**src/rtl/pcseq_pkg.sv**
```systemverilog
// Shared definitions for the sequential popcount neuron.
//   CHUNK_W   : width of one popcount slice
//   state_t   : controller states
//   TRIT_*    : encodings of the ternary result on out_trit
package pcseq_pkg;

   localparam int CHUNK_W = 18;

   typedef enum logic [1:0] {
      IDLE = 2'd0,
      POS  = 2'd1,
      NEG  = 2'd2,
      DONE = 2'd3
   } state_t;

   localparam logic [1:0] TRIT_POS  = 2'b01;
   localparam logic [1:0] TRIT_NEG  = 2'b11;
   localparam logic [1:0] TRIT_ZERO = 2'b00;

endpackage

```
**src/rtl/popcount18_unit.sv**
```systemverilog
// Combinational 18-bit population count.
//   i_bits  : 18-bit input slice
//   o_count : number of ones in i_bits (0..18)
// Exact implementation; an approximate netlist with identical ports can
// replace it without touching the controller.
module popcount18_unit (
   input  logic [17:0] i_bits,
   output logic [4:0]  o_count
);

   always_comb begin
      o_count = 5'd0;
      for (int i = 0; i < 18; i++) begin
         o_count = o_count + {4'd0, i_bits[i]};
      end
   end

endmodule

```
**src/rtl/popcount_seq_neuron.sv**
```systemverilog
// Sequential ternary neuron: one popcount18 engine is stepped over the
// captured input masks, 18 bits per cycle, chunk 0 first. The signed
// sum pc(pos) - pc(neg) is thresholded into a trit and held on a
// valid/ready output until taken.
//
// Build option NEURON_TERNARY_EN:
//   defined   : POS then NEG pass, trit in {+1, 0, -1}
//   undefined : POS pass only, in_neg/thr_neg ignored, trit in {+1, 0}
//
// Ports:
//   clk, rst            : clock, synchronous active-high reset
//   in_valid/in_ready   : input handshake
//   in_pos, in_neg      : positive / negative activation masks (F bits)
//   thr_pos, thr_neg    : unsigned thresholds
//   out_valid/out_ready : output handshake
//   out_sum             : signed accumulated sum
//   out_trit            : 01 = +1, 11 = -1, 00 = 0
//
// state | meaning
// IDLE  | ready for a vector, in_ready=1
// POS   | accumulating popcount of in_pos chunks
// NEG   | subtracting popcount of in_neg chunks
// DONE  | result held, out_valid=1 until out_ready
module popcount_seq_neuron
   import pcseq_pkg::*;
#(
   parameter  int N_CHUNKS = 4,
   localparam int F        = CHUNK_W * N_CHUNKS,
   localparam int ACC_W    = $clog2(F + 1)
) (
   input  logic                    clk,
   input  logic                    rst,
   input  logic                    in_valid,
   output logic                    in_ready,
   input  logic [F-1:0]            in_pos,
   input  logic [F-1:0]            in_neg,
   input  logic [ACC_W-1:0]        thr_pos,
   input  logic [ACC_W-1:0]        thr_neg,
   output logic                    out_valid,
   input  logic                    out_ready,
   output logic signed [ACC_W:0]   out_sum,
   output logic [1:0]              out_trit
);

   localparam int IDX_W = (N_CHUNKS > 1) ? $clog2(N_CHUNKS) : 1;

   state_t                  r_state;
   logic [F-1:0]            r_pos;
   logic [ACC_W-1:0]        r_thr_pos;
   logic signed [ACC_W:0]   r_acc;
   logic [IDX_W-1:0]        r_idx;
   logic                    r_in_ready;
   logic                    r_out_valid;
   logic signed [ACC_W:0]   r_out_sum;
   logic [1:0]              r_out_trit;

   logic [CHUNK_W-1:0]      w_chunk;
   logic [4:0]              w_pc;
   logic signed [ACC_W:0]   w_pc_ext;
   logic signed [ACC_W:0]   w_acc_next;
   logic                    w_last;
   logic [1:0]              w_trit;

`ifdef NEURON_TERNARY_EN
   logic [F-1:0]            r_neg;
   logic [ACC_W-1:0]        r_thr_neg;
   logic signed [ACC_W:0]   w_neg_lim;
`else
   logic                    w_unused_neg;
   assign w_unused_neg = ^{in_neg, thr_neg};
`endif

   assign w_last = (r_idx == IDX_W'(N_CHUNKS - 1));

   always_comb begin
      w_chunk = r_pos[int'(r_idx)*CHUNK_W +: CHUNK_W];
`ifdef NEURON_TERNARY_EN
      if (r_state == NEG) begin
         w_chunk = r_neg[int'(r_idx)*CHUNK_W +: CHUNK_W];
      end
`endif
   end

   popcount18_unit u_pc (
      .i_bits  (w_chunk),
      .o_count (w_pc)
   );

   assign w_pc_ext   = $signed({{(ACC_W-4){1'b0}}, w_pc});
   assign w_acc_next = (r_state == NEG) ? (r_acc - w_pc_ext) : (r_acc + w_pc_ext);

   // Thresholds are zero-extended; +1 wins when both comparisons hold.
`ifdef NEURON_TERNARY_EN
   assign w_neg_lim = -$signed({1'b0, r_thr_neg});
   always_comb begin
      if (w_acc_next >= $signed({1'b0, r_thr_pos}))
         w_trit = TRIT_POS;
      else if (w_acc_next <= w_neg_lim)
         w_trit = TRIT_NEG;
      else
         w_trit = TRIT_ZERO;
   end
`else
   assign w_trit = (w_acc_next >= $signed({1'b0, r_thr_pos})) ? TRIT_POS : TRIT_ZERO;
`endif

   always_ff @(posedge clk) begin
      if (rst) begin
         r_state     <= IDLE;
         r_pos       <= '0;
         r_thr_pos   <= '0;
         r_acc       <= '0;
         r_idx       <= '0;
         r_in_ready  <= 1'b1;
         r_out_valid <= 1'b0;
         r_out_sum   <= '0;
         r_out_trit  <= TRIT_ZERO;
`ifdef NEURON_TERNARY_EN
         r_neg       <= '0;
         r_thr_neg   <= '0;
`endif
      end else begin
         case (r_state)
            IDLE: begin
               if (in_valid) begin
                  r_pos      <= in_pos;
                  r_thr_pos  <= thr_pos;
`ifdef NEURON_TERNARY_EN
                  r_neg      <= in_neg;
                  r_thr_neg  <= thr_neg;
`endif
                  r_acc      <= '0;
                  r_idx      <= '0;
                  r_in_ready <= 1'b0;
                  r_state    <= POS;
               end
            end
            POS: begin
               r_acc <= w_acc_next;
               if (w_last) begin
                  r_idx <= '0;
`ifdef NEURON_TERNARY_EN
                  r_state <= NEG;
`else
                  r_out_sum   <= w_acc_next;
                  r_out_trit  <= w_trit;
                  r_out_valid <= 1'b1;
                  r_state     <= DONE;
`endif
               end else begin
                  r_idx <= r_idx + IDX_W'(1);
               end
            end
            NEG: begin
               r_acc <= w_acc_next;
               if (w_last) begin
                  r_idx       <= '0;
                  r_out_sum   <= w_acc_next;
                  r_out_trit  <= w_trit;
                  r_out_valid <= 1'b1;
                  r_state     <= DONE;
               end else begin
                  r_idx <= r_idx + IDX_W'(1);
               end
            end
            DONE: begin
               if (out_ready) begin
                  r_out_valid <= 1'b0;
                  r_in_ready  <= 1'b1;
                  r_state     <= IDLE;
               end
            end
            default: r_state <= IDLE;
         endcase
      end
   end

   assign in_ready  = r_in_ready;
   assign out_valid = r_out_valid;
   assign out_sum   = r_out_sum;
   assign out_trit  = r_out_trit;

endmodule

```
**config.mk**
```make
export PLATFORM = sky130hd
export DESIGN_NAME = popcount_seq_neuron
export DESIGN_NICKNAME = d
export VERILOG_FILES = /design/src/rtl/pcseq_pkg.sv /design/src/rtl/popcount18_unit.sv /design/src/rtl/popcount_seq_neuron.sv
export SDC_FILE = /design/constraint.sdc
export NUM_CORES = 1
export LEC_CHECK = 0
export ABC_AREA = 1
export ABC_CLOCK_PERIOD_IN_PS = 7330
export CORE_MARGIN = 3
export CORE_UTILIZATION = 37
export DETAILED_ROUTE_END_ITERATION = 8
export HOLD_SLACK_MARGIN = 0.1
export PLACE_DENSITY = 0.67
export SYNTH_ARGS = -nofsm -noshare
export SYNTH_HDL_FRONTEND = slang
export SYNTH_HIERARCHICAL = 1
export SYNTH_SLANG_ARGS = --single-unit
export TNS_END_PERCENT = 20
```
**constraint.sdc**
```tcl
create_clock -name clk -period 7.33 [get_ports clk]
set_clock_uncertainty 0.1 [all_clocks]
set_input_delay 1.466 -clock clk [delete_from_list [all_inputs] [get_ports clk]]
set_output_delay 1.466 -clock clk [all_outputs]
set_load 0.02 [all_outputs]
```
==> results of run 1 <==
## routing by layer
layer / track usage [%] / wire length [um] / up-vias / share of wire [%]
met5: 0 / 0 / - / 0
met4: 4.64 / 188 / 0 / 1.4
met3: 2.83 / 589 / 12 / 4.4
met2: 27.3 / 6000 / 121 / 45
met1: 23.6 / 6590 / 2134 / 49
li1: - / - / 2490 / -
## cell usage in the layout, fill, tap and decap left out
master,count
nor2_1,205
o21ai_0,129
dfxtp_1,102
clkdlybuf4s50_1,93
inv_1,71
nand2_1,62
a21oi_1,29
ha_1,25
o22ai_1,19
fa_1,13
nand3_1,12
clkbuf_16,9
buf_4,7
xnor2_1,3
nand2_2,3
clkbuf_1,3
xor2_1,2
a21oi_2,2
or2_2,2
xor2_2,2
or2_1,2
o21ai_1,2
clkinvlp_4,2
a22oi_1,2
inv_2,2
clkbuf_8,2
nand4_1,1
nand3_2,1
o211ai_1,1
conb_1,1
clkinv_4,1
buf_12,1
## cell families (layout without fill, tap and decap cells)
| logic type | count (synthesis) | in the layout | synth area share [%] |
|---|---|---|---|
| DFF | 102 | 102 | 39.1 |
| other | 1 | 1 | 0.0719 |
| adders and majority gates | 38 | 38 | 11.0 |
| buffers and inverters | 114 | 191 | 8.47 |
| and+or+nand+nor | 288 | 288 | 21.5 |
| xor gates and xnor gates | 7 | 7 | 1.46 |
| AOI/OAI and AO/OA | 184 | 184 | 18.4 |
## layout make-up
| class | instances | area, um^2 | area share [%] |
|---|---|---|---|
| repair buffers | 101 | 1000 | 15.3 |
| multi-input cells | 518 | 2740 | 41.7 |
| clock inverters | 2 | 16.3 | 0.248 |
| well taps | 176 | 220 | 3.36 |
| inverters | 74 | 282 | 4.29 |
| flip-flops and latches | 102 | 2040 | 31.1 |
| clock buffers | 14 | 264 | 4.02 |
## through the flow
step	instances	hold slack (ps)	util, %
after global placement	971	350	46.5
after floorplan	734	335	-
final	987	366	48.6
after global routing	987	393	48.6
after CTS	987	373	48.6
after detailed placement	971	363	46.5
## worst reg2reg max path, delay by kind of cell, from the launching register on
| kind | cells | cell delay (ps) |
|---|---|---|
| buf+inv | 8 | 900 |
| xor+xnor | 2 | 330 |
| simple gates | 10 | 880 |
| flops | 1 | 380 |
| fa+ha+maj | 9 | 3600 |
| compound gates | 4 | 470 |
## path summary, 6_finish.rpt
check,from,endpoint,slack (ps),cells after the start
setup / recovery,r_idx[0],out_trit[0],520,33
hold / removal,r_thr_pos[6],r_thr_pos[6],370,2
setup reg to reg,r_idx[0],out_trit[0],520,33
hold reg to reg,r_thr_pos[6],r_thr_pos[6],370,2
## registers in the layout (all words and copies together) (netlist names)
register,cells
r_acc,8
out_trit,1
r_idx,2
in_ready,1
r_pos,72
r_state,2
r_thr_pos,7
out_sum,8
out_valid,1
==> out/metrics.cfg, run 1 <==
[worst_setup_path]
critPathSlowestCell = fa_1
cp.required_ps = 7430
setup.worst_path.class = register to register
path_common_cell = nand2_1
slowest_delay_ps = 540
worstPathMaxFanout = 17
critPathArrivalTime_ps = 6910
worst-path-buf-inv = 8
start_kind = register
endpoint_kind = register
critical-path-top-delay-family = adder cells

[place]
dp_hpwl_mm = 9.90
place_area_um2 = 6280
place_ws_ps = 332
portBuffers = 93
globalplace.congestion = 0.860

[timing]
slew_violations = 0
min_period_ps = 6810
fmax_ghz = 0.147
fin_ws_ps = 517
tns_ps = 0
relSlewSlack_pct = 50.1
fin_crit_sh_pct = 92.9
worstMarginPinSlew_ps = 749
setup_viol = 0
hold_viol_final = 0
rsz0062_at_grt = false

[synthesis]
yosysSeqAreaShare_pct = 39.1
synth_edf_count = 0
avgSynthCellArea_um2 = 7.11
synth_cell_type_count = 29
synth-seq-cells = 102
synth_common_cells = nor2_1 (205), o21ai_0 (131), dfxtp_1 (102)
synthCells = 734
yosysMostFrequentCell = nor2_1
synth_top_area_share_pct = 39.1
syn_nets = 934
ys_warn_count = 6
yosysTopAreaCell = dfxtp_1
ys_top_cells_by_area = dfxtp_1 (39%), nor2_1 (15%), o21ai_0 (13%)
async_reset_ff_share_pct = 0
synthFlopType = dfxtp_1
syn_area_um2 = 5220

[clock_network]
cts_buffers = 9
ctsHoldBuffers = 0
clockRootBuffer = clkbuf_16
ctsResizeCount = 0
cts.clk_slew.worst_paths_ps = 70
clock_latency_ps = 340
clock_path_buffers = 2
cts_tree = built
clock-sinks = 102
ctsHtreeMaxLevel = 3
post_cts_buffers = 0

[layout]
areaGrowthSynthToFinish_pct = 25.8
final_area_um2 = 6560
nets = 1006
nFillCells = 1341
n_antenna_cell = 0
drive_gt1_share_pct = 4.19

[outcome]
status = completed

[floorplan]
initial_core_util_pct = 38.6
core_um2 = 13500
num_rows = 42
die_h_um = 125
fp.dieW_um = 125
boundaryPins = 174
die_area_um2 = 15600

[routing]
vias = 4757
dr.first_iter.drc_count = 207
avgViaCountPerCell = 4.82
wirelength_mm = 13.4
drc_errors = 0
dr.pass1.iters = 4
ant_nets = 0
avgRoutedWirePerCell_um = 13.5

[min_path]
hp-class = register to register

[global_route]
grt_pass1_wl_mm = 21.7
grtUsageTotal_pct = 17.0
grt_max_degree = 88
antenna_found_initial = 0
grt_pass1_vias = 4451
grt_overflow = 0

[flow_run]
maxCapViolations = 0

Power of run 1 is left out: the tool's default activity adds up to more than one toggle a clock period on the data nets, which glitch-free logic cannot reach.
==> run 2, diff against run 1 <==
Settings changed: GPL_ROUTABILITY_DRIVEN from default to 0.
==> results of run 2 <==
Same layout as run 1: the final DEF is identical, and so are final timing and power.
Power of run 2 is left out for the same reason.
==> run 3, diff against run 2 <==
Settings changed: GPL_ROUTABILITY_DRIVEN 0 to 1, SYNTH_HIERARCHICAL 1 to default.
==> run 3 against run 2 <==
Register-to-register slack worse by 95 ps. Critical path depth is 1 lower. First-iteration DRC count is 34% higher. Largest cell class unchanged. Final cell count is 3.0% lower. Sequential share of layout area is 0.16 points higher. Die area is 1.3% lower. Synthesized cell count is 4.5% lower. Critical path type unchanged. Via count is 2.2% lower. Wire length is 1.3% lower.
==> out/metrics.cfg, run 3 <==
[outcome]
status = completed

[layout]
largest-register = r_pos
multi_input_area_um2 = 2760
final_core_util_pct = 48.8
mostFrequentLayoutCells = nor2_1 (186), o21ai_0 (106), dfxtp_1 (101)
final_common_cell = nor2_1
final_area_um2 = 6530
seqCellArea_um2 = 2040
drive_gt1_share_pct = 6.79
n_antenna_cell = 0
areaGrowthSynthToFinish_pct = 26.9
nets = 976
largest_reg_flops = 72
nFillCells = 1363
instances_no_fill = 957

[global_route]
grt_max_degree = 87
busiest_layer = met2
grtUsageMet1_pct = 26.0
grt_pass1_vias = 4334
grt_util_met3_pct = 3.22
grtUsageTotal_pct = 17.9
use_met2_pct = 27.3
grt_pass1_wl_mm = 21.5
antenna_found_initial = 0
grt_overflow = 0

[clock_network]
cts_tree = built
clock_path_buffers = 2
cts.clk_slew.worst_paths_ps = 70
cts_buffers = 9
ctsHtreeMaxLevel = 3
clock-sinks = 102
clockRootBuffer = clkbuf_16
clock_latency_ps = 350

[synthesis]
synthCells = 701
yosysMostFrequentCell = nor2_1
yosysSeqAreaShare_pct = 39.7
synth-seq-cells = 102
async_reset_ff_share_pct = 0
avgSynthCellArea_um2 = 7.34
synth_top_area_share_pct = 39.7
ys_top_cells_by_area = dfxtp_1 (40%), nor2_1 (14%), o21ai_0 (11%)
syn_nets = 901
synth_common_cells = nor2_1 (189), o21ai_0 (109), dfxtp_1 (102)
syn_area_um2 = 5150
synthFlopType = dfxtp_1
yosysTopAreaCell = dfxtp_1
ys_warn_count = 0
synth_cell_type_count = 36
synth_edf_count = 0

[floorplan]
boundaryPins = 174
core_um2 = 13400
num_rows = 42
fp.dieW_um = 124
die_area_um2 = 15400
initial_core_util_pct = 38.4
die_h_um = 124

[routing]
vias = 4650
ant_nets = 0
wirelength_mm = 13.2
dr.pass1.iters = 5
dr.first_iter.drc_count = 278
drc_errors = 0
avgViaCountPerCell = 4.86
avgRoutedWirePerCell_um = 13.8

[timing]
fin_crit_sh_pct = 94.2
fmax_ghz = 0.145
worstMarginPinSlew_ps = 1100
slew_violations = 0
rsz0062_at_grt = false
relSlewSlack_pct = 26.3
hold_viol_final = 0
min_period_ps = 6910
tns_ps = 0
setup_viol = 0

[worst_setup_path]
critPathArrivalTime_ps = 7020
path_common_cell = nand2_1
r2r_setup_slack_ps = 420
r2r_start = r_idx[0]
setup.worst_path.class = register to register
critPathSlowestCell = fa_1
start_kind = register
reg2reg_to = out_trit[0]
slowest_delay_ps = 560
worst-path-buf-inv = 4
critical-path-top-delay-family = adder cells
cp.required_ps = 7440
reg2reg_depth = 32
worstPathMaxFanout = 7
endpoint_kind = register

[place]
portBuffers = 93
dpl.cell_count = 939
globalplace.congestion = 0.875
dp_hpwl_mm = 9.79
place_area_um2 = 6200

[min_path]
worstHoldEndpoint = r_thr_pos[5]
hp-class = register to register
worstHoldPathCells = 2
min_from = r_thr_pos[5]

[flow_run]
maxCapViolations = 0

[run 3: cell families after synthesis]
family / count (synthesis) / synth area share, %
simple gates: 286 / 22.5
compound gates: 175 / 18.1
flops: 102 / 39.7
buf+inv: 92 / 7.05
fa+ha+maj: 38 / 11.1
xor+xnor: 7 / 1.48
other cells: 1 / 0.0729
[run 3: worst reg2reg max path, delay by kind of cell (launching register included)]
kind | cells | cell delay, ps
AO/OA/AOI/OAI | 4 | 450
XOR/XNOR | 1 | 120
adder cells (fa/ha/maj) | 10 | 4210
buffers and inverters | 4 | 390
flip-flops | 1 | 380
AND/OR/NAND/NOR | 13 | 1120
[run 3: cell type report]
| class | instances | area share [%] |
|---|---|---|
| inverters | 53 | 3.10 |
| repair buffers | 103 | 15.6 |
| clock buffers | 10 | 3.66 |
| well taps | 176 | 3.37 |
| flip-flops and latches | 102 | 31.3 |
| multi-input cells | 507 | 42.2 |
| clock inverters | 6 | 0.843 |
[run 3: routing by layer]
| metal | wire length (um) | vias up |
|---|---|---|
| met4 | 212 | 0 |
| met1 | 6530 | 2081 |
| met2 | 5730 | 134 |
| met5 | 0 | - |
| li1 | - | 2421 |
| met3 | 716 | 14 |
[run 3: how the worst max path moves through the flow]
stage                  start          end  slack (ps)  cells past startpoint
floorplan           r_idx[0]  out_trit[0]         580                     33
global placement    r_idx[0]  out_trit[0]         240                     30
detailed placement  r_idx[0]  out_trit[0]         200                     30
CTS                 r_idx[0]  out_trit[0]         180                     30
global route        r_idx[0]  out_trit[0]          20                     32
finish              r_idx[0]  out_trit[0]         420                     32
[run 3: per-stage QoR]
step	hold WS [ps]	setup slack, ps
floorplan	335	576
global placement	350	238
detailed placement	358	202
CTS	368	177
global route	384	19.3
finish	366	422
[run 3: repair_timing]
| action | CTS | global route |
|---|---|---|
| endpoints found under the hold margin | 0 | 0 |
| buffers inserted | 0 | 2 |
| resized for setup | 0 | 12 |
| setup endpoints to repair | 0 | 1 |
| hold buffers | 0 | 0 |
Power of run 3 is left out for the same reason.
